### src/rtl/atari_bus_pkg.sv
// Shared types and constants for the Atari 7800 cartridge-edge bus sequencer.
// Address-map constants live here so the decode stays in one place.
package atari_bus_pkg;

    typedef enum logic [1:0] {
        IDLE  = 2'd0,
        TURN  = 2'd1,
        READ  = 2'd2,
        WRITE = 2'd3
    } bus_state_t;

    localparam logic [11:0] POKEY_BASE = 12'h045;
    localparam logic [15:0] MENU_ADDR  = 16'h2200;

    localparam int DEFAULT_SYNC_STAGES = 2;
    localparam int DEFAULT_TURNAROUND  = 2;

    // Width of the synchronised bundle {a, d, phi2, rw, halt}.
    localparam int BUNDLE_W = 16 + 8 + 3;

    function automatic logic is_rom_addr(input logic [15:0] addr);
        return addr[15] | addr[14];
    endfunction

    function automatic logic is_pokey_addr(input logic [15:0] addr);
        return addr[15:4] == POKEY_BASE;
    endfunction

    function automatic logic is_menu_addr(input logic [15:0] addr);
        return addr == MENU_ADDR;
    endfunction

endpackage

### src/rtl/bus_sync.sv
// Multi-stage flop chain that brings the asynchronous Atari bus into the clk domain.
// Every bit shares the same depth, so a bundle moves across as one coherent word.
module bus_sync
    import atari_bus_pkg::*;
#(
    parameter int WIDTH  = BUNDLE_W,
    parameter int STAGES = DEFAULT_SYNC_STAGES
) (
    input  logic             clk,
    input  logic             rst,
    input  logic [WIDTH-1:0] raw,
    output logic [WIDTH-1:0] synced
);

    logic [WIDTH-1:0] chain [STAGES];

    always_ff @(posedge clk) begin
        if (rst) begin
            for (int i = 0; i < STAGES; i++) begin
                chain[i] <= '0;
            end
        end else begin
            chain[0] <= raw;
            for (int i = 1; i < STAGES; i++) begin
                chain[i] <= chain[i-1];
            end
        end
    end

    assign synced = chain[STAGES-1];

endmodule

### src/rtl/atari_bus_ctrl.sv
// Bus-cycle sequencer between the 7800 cartridge edge and the FPGA datapath.
// Owns the external buffer OE/DIR and turns CPU writes into single-cycle strobes.
module atari_bus_ctrl
    import atari_bus_pkg::*;
#(
    parameter int SYNC_STAGES = DEFAULT_SYNC_STAGES,
    parameter int TURNAROUND  = DEFAULT_TURNAROUND
) (
    input  logic        clk,
    input  logic        rst,
    input  logic [15:0] a_in,
    input  logic [7:0]  d_in,
    input  logic        phi2_in,
    input  logic        rw_in,
    input  logic        halt_in,
    output logic [15:0] a_sync,
    output logic        rom_drive,
    output logic        buf_oe,
    output logic        buf_dir,
    output logic        pokey_we,
    output logic [3:0]  pokey_addr,
    output logic [7:0]  wr_data,
    output logic        menu_wr,
    output logic [7:0]  menu_reg
);

    localparam int              CNT_W    = (TURNAROUND < 2) ? 1 : $clog2(TURNAROUND);
    localparam logic [CNT_W-1:0] CNT_LOAD = CNT_W'(TURNAROUND - 1);

    logic [BUNDLE_W-1:0] raw_bus;
    logic [BUNDLE_W-1:0] sync_bus;
    logic [15:0]         a_s;
    logic [7:0]          d_s;
    logic                phi2_s;
    logic                rw_s;
    logic                halt_s;

    assign raw_bus = {a_in, d_in, phi2_in, rw_in, halt_in};

    bus_sync #(
        .WIDTH  (BUNDLE_W),
        .STAGES (SYNC_STAGES)
    ) u_bus_sync (
        .clk    (clk),
        .rst    (rst),
        .raw    (raw_bus),
        .synced (sync_bus)
    );

    assign {a_s, d_s, phi2_s, rw_s, halt_s} = sync_bus;
    assign a_sync = a_s;

    logic phi2_prev;
    logic phi2_fall;
    logic is_rom;
    logic is_pokey;
    logic is_menu;
    logic read_req;
    logic write_req;

    always_ff @(posedge clk) begin
        if (rst) begin
            phi2_prev <= 1'b0;
        end else begin
            phi2_prev <= phi2_s;
        end
    end

    assign phi2_fall = phi2_prev & ~phi2_s;
    assign is_rom    = is_rom_addr(a_s);
    assign is_pokey  = is_pokey_addr(a_s);
    assign is_menu   = is_menu_addr(a_s);

    // DMA fetches (halt low) happen with phi2 low, so they bypass the phi2 qualifier.
    assign read_req  = is_rom & rw_s & (phi2_s | ~halt_s);
    assign write_req = ~rw_s & phi2_s & halt_s & (is_pokey | is_menu);

    bus_state_t       state, state_next;
    logic [CNT_W-1:0] cnt, cnt_next;
    logic             target_read, target_read_next;
    logic             wr_menu, wr_menu_next;
    logic [7:0]       hold, hold_next;
    logic             rom_drive_next;
    logic             buf_oe_next;
    logic             buf_dir_next;
    logic             pokey_we_next;
    logic [3:0]       pokey_addr_next;
    logic [7:0]       wr_data_next;
    logic             menu_wr_next;
    logic [7:0]       menu_reg_next;

    always_ff @(posedge clk) begin
        if (rst) begin
            state       <= IDLE;
            cnt         <= '0;
            target_read <= 1'b0;
            wr_menu     <= 1'b0;
            hold        <= '0;
            rom_drive   <= 1'b0;
            buf_oe      <= 1'b1;
            buf_dir     <= 1'b0;
            pokey_we    <= 1'b0;
            pokey_addr  <= '0;
            wr_data     <= '0;
            menu_wr     <= 1'b0;
            menu_reg    <= '0;
        end else begin
            state       <= state_next;
            cnt         <= cnt_next;
            target_read <= target_read_next;
            wr_menu     <= wr_menu_next;
            hold        <= hold_next;
            rom_drive   <= rom_drive_next;
            buf_oe      <= buf_oe_next;
            buf_dir     <= buf_dir_next;
            pokey_we    <= pokey_we_next;
            pokey_addr  <= pokey_addr_next;
            wr_data     <= wr_data_next;
            menu_wr     <= menu_wr_next;
            menu_reg    <= menu_reg_next;
        end
    end

    // Outputs are computed one cycle ahead so they change on the same edge as the state.
    always_comb begin
        state_next       = state;
        cnt_next         = cnt;
        target_read_next = target_read;
        wr_menu_next     = wr_menu;
        hold_next        = d_s;
        rom_drive_next   = 1'b0;
        buf_oe_next      = 1'b1;
        buf_dir_next     = buf_dir;
        pokey_we_next    = 1'b0;
        pokey_addr_next  = pokey_addr;
        wr_data_next     = wr_data;
        menu_wr_next     = 1'b0;
        menu_reg_next    = menu_reg;

        case (state)
            IDLE: begin
                if (read_req) begin
                    if (buf_dir) begin
                        state_next     = READ;
                        buf_oe_next    = 1'b0;
                        rom_drive_next = 1'b1;
                    end else begin
                        state_next       = TURN;
                        target_read_next = 1'b1;
                        buf_dir_next     = 1'b1;
                        cnt_next         = CNT_LOAD;
                    end
                end else if (write_req) begin
                    if (!buf_dir) begin
                        state_next      = WRITE;
                        buf_oe_next     = 1'b0;
                        pokey_addr_next = a_s[3:0];
                        wr_menu_next    = is_menu;
                    end else begin
                        state_next       = TURN;
                        target_read_next = 1'b0;
                        buf_dir_next     = 1'b0;
                        cnt_next         = CNT_LOAD;
                    end
                end
            end

            TURN: begin
                if (cnt == '0) begin
                    if (target_read && read_req) begin
                        state_next     = READ;
                        buf_oe_next    = 1'b0;
                        rom_drive_next = 1'b1;
                    end else if (!target_read && write_req) begin
                        state_next      = WRITE;
                        buf_oe_next     = 1'b0;
                        pokey_addr_next = a_s[3:0];
                        wr_menu_next    = is_menu;
                    end else begin
                        state_next = IDLE;
                    end
                end else begin
                    cnt_next = cnt - 1'b1;
                end
            end

            READ: begin
                if (read_req) begin
                    buf_oe_next    = 1'b0;
                    rom_drive_next = 1'b1;
                end else begin
                    state_next = IDLE;
                end
            end

            WRITE: begin
                // hold still carries the last sample taken while phi2 was high.
                if (phi2_fall) begin
                    wr_data_next = hold;
                    if (wr_menu) begin
                        menu_wr_next  = 1'b1;
                        menu_reg_next = hold;
                    end else begin
                        pokey_we_next = 1'b1;
                    end
                    state_next = IDLE;
                end else if (rw_s || !halt_s) begin
                    state_next = IDLE;
                end else begin
                    buf_oe_next = 1'b0;
                end
            end

            default: begin
                state_next = IDLE;
            end
        endcase
    end

endmodule
### config.mk
export PLATFORM = sky130hd
export DESIGN_NAME = atari_bus_ctrl
export DESIGN_NICKNAME = d
export VERILOG_FILES = /design/src/rtl/atari_bus_pkg.sv /design/src/rtl/bus_sync.sv /design/src/rtl/atari_bus_ctrl.sv
export SDC_FILE = /design/constraint.sdc
export NUM_CORES = 1
export LEC_CHECK = 0
export BUFFER_PORTS_ARGS = -buffer_cell sky130_fd_sc_hd__buf_2
export CAP_MARGIN = 40
export CORE_MARGIN = 2
export CORE_UTILIZATION = 38
export DETAILED_ROUTE_END_ITERATION = 8
export REMOVE_ABC_BUFFERS = 1
export SLEW_MARGIN = 20
export SYNTH_ARGS = -nofsm -noshare
export SYNTH_HDL_FRONTEND = slang
export SYNTH_SLANG_ARGS = --single-unit
### constraint.sdc
create_clock -name clk -period 3.8 [get_ports clk]
set_input_delay 0.57 -clock clk [delete_from_list [all_inputs] [get_ports clk]]
set_output_delay 0.57 -clock clk [all_outputs]
set_load 0.05 [all_outputs]
==> flow_summary_export.csv <==
group,metric,value,unit
drt,via_per_inst,4.54,
floorplan,io_pins,70,
critical_path,critPathLaunchType,"register",
cells_and_area,area_growth,16.2,%
cells_and_area,top_register,"u_bus_sync.chain",
power,p_leak,1.53,nW
synthesis,yosysSeqAreaShare,58.5,%
timing,hold_ws,0.422,ns
drt,dr.pass1.iters,4,
critical_path,critPathKind,"register to register",
grt,grt_max_degree,57,
critical_path,critPathMaxStageDelay,0.71,ns
floorplan,die_w,95.5,um
timing,setup_violations,0,
placed_design,gp_routability_congestion,0.761,
synthesis,syn_area,3180,um^2
critical_path,cp-end-kind,"register",
cts,tritoncts,"done",
cells_and_area,nets,399,
synthesis,synth_seq_cells,93,
cells_and_area,largest_reg_flops,54,
critical_path,path_max_fanout,12,
floorplan,die-area,9120,um^2
timing,setup_tns,0,ns
timing,period_share,58.2,%
power,switchingPower,0.413,mW
cells_and_area,layout_commonest_cell,"dfxtp_1",
power,powerDensity,482,nW/um^2
cts,post-cts-setup-buffer-count,0,
grt,track_usage,13.0,%
critical_path,crit_chain,"o211ai_1 -> inv_1 -> ha_1 -> a2111oi_0 -> o221a_2",
timing,max_freq,0.453,GHz
placed_design,io_buffers,69,
cts,cts_max_path_buffers,2,
cts,cts_root_buf,"clkbuf_8",
floorplan,die_h,95.5,um
critical_path,worst-path-buf-inv,1,
cts,htree_levels,3,
synthesis,synthCells,319,
drt,ant_nets,0,
drt,vias,2169,
grt,grt_antenna_before_repair,0,
timing,skew,0.00855,ns
cts,clkTransAtPathRegs,0.09,ns
floorplan,coreArea,8180,um^2
timing,tightest_slew,0.864,ns
cells_and_area,final_cell_mix,"dfxtp_1 (93), buf_2 (69), nor2b_1 (64)",
synthesis,synth_warnings,0,
drt,wl_per_cell,11.3,um
synthesis,synth_area_per_cell,9.98,um^2
grt,overflow,0,
cts,holdBufCountCts,0,
timing,drv_slew,0,
power,vdd_drop_max,0.271,mV
cts,clkLatencyLatePin,0.35,ns
power,clkPwrFrac,37.6,%
power,power.share.switching,23.2,%
critical_path,crit_family,"compound AO/OA/AOI/OAI gates",
timing,hold_violations,0,
cts,numCtsBuffers,9,
cells_and_area,drive_gt1_share,25.5,%
timing,slew-limit-headroom,42.2,%
drt,routed_wl,5.40,mm
flow_run,drv_cap,0,
placed_design,hpwlAfterDp,3.70,mm
drt,drt-initial-drc-count,90,
hold_path,min_path_type,"input port to register",
cells_and_area,antenna_cells,0,
cts,numClockSinks,93,
floorplan,start_util,38.9,%
status,outcome,"finished, final reports clean",
power,finalPower,1.78,mW
floorplan,rows,33,
grt,grt_pass1_wl,9.01,mm
critical_path,worstPathArrival,2.51,ns
timing,grt_setup_unrepaired,"false",
power,intPower,1.37,mW
power,combPwrFrac,5.4,%
grt,grt_pass1_vias,1951,
cts,cts_resized,0,
timing,period_needed,2.21,ns
critical_path,cp.required,4.10,ns
drt,drc,0,
power,p_seq_share,57.0,%
critical_path,crit_slowest_cell,"o211ai_1",
synthesis,ys_types,39,
## layout make-up
class | instances | area [um^2]
Fill cell | 807 | 4480
Multi-Input combinational cell | 189 | 1120
Tap cell | 105 | 131
Inverter | 4 | 15.0
Timing Repair Buffer | 71 | 360
Clock buffer | 10 | 138
Clock inverter | 6 | 70.1
Sequential cell | 93 | 1860
## worst paths after layout
kind | startpoint | to | slack (ns) | cells past startpoint
setup / recovery | u_bus_sync.chain[0][53] | cnt | 1.59 | 5
hold / removal | d_in[2] | u_bus_sync.chain[0][5] | 0.42 | 2
setup reg to reg | u_bus_sync.chain[0][53] | cnt | 1.59 | 5
hold reg to reg | u_bus_sync.chain[0][37] | hold[7] | 0.43 | 1
## power by group through the flow
stage	registers, mW	logic, mW	clock network [mW]
6_report	1.02	0.0967	0.670
5_1_grt	1.02	0.106	0.737
4_1_cts	1.02	0.0982	0.695
3_5_place_dp	1.04	0.0982	0
3_3_place_gp	1.04	0.0972	0
2_1_floorplan	1.06	0.0336	0
## metrics by stage
stage	cells	area, um^2	util (%)	worst slack (ns)
final	478	3700	45.2	1.59
after global routing	478	3700	45.2	1.37
after CTS	478	3700	45.2	1.62
after detailed placement	462	3490	42.7	1.62
after global placement	462	3490	42.7	1.75
after floorplan	286	3000	-	1.71
## synthesized netlist by cell type
library cell	count	area [um^2]
nand3_1	15	75.1
nor3b_1	1	7.51
nor4b_2	1	15.0
a21o_1	2	15.0
nand2_1	33	124
mux2i_1	1	10.0
nor2b_1	64	400
nand4b_1	1	8.76
o22ai_1	1	6.26
a211oi_1	3	22.5
o31ai_1	1	7.51
or2_2	1	6.26
o211ai_1	2	15.0
nor4_4	1	21.3
dfxtp_1	93	1860
clkbuf_1	17	63.8
or4_1	1	7.51
o21ai_0	8	40.0
a22oi_1	1	7.51
nand2b_1	2	12.5
buf_4	16	120
inv_1	4	15.0
and3_1	1	6.26
nor4bb_1	1	10.0
nand4_2	1	12.5
a32o_1	1	10.0
o221a_2	1	11.3
nor3_2	1	10.0
a211o_1	2	17.5
ha_1	2	25.0
mux2_2	1	11.3
nor2_1	7	26.3
a22o_1	1	8.76
a311oi_1	1	8.76
a2111oi_0	1	8.76
nor3_1	2	10.0
o211a_1	1	10.0
a21oi_1	25	125
a21o_2	1	8.76
## layer usage
metal | routed length [um] | GRT usage [%] | up-vias
met5 | 0 | 0 | -
met4 | 130 | 8.21 | 0
met3 | 312 | 4.58 | 8
met2 | 2520 | 19.6 | 50
met1 | 2440 | 15.9 | 974
li1 | - | - | 1137
## kinds of logic after synthesis
group / after synthesis / share of synthesized area [%]
flops: 93 / 58.5
buf+inv: 37 / 6.25
simple gates: 133 / 23.7
mux: 2 / 0.668
fa+ha+maj: 2 / 0.786
compound gates: 52 / 10.1
(Power assumes the default switching activity.)
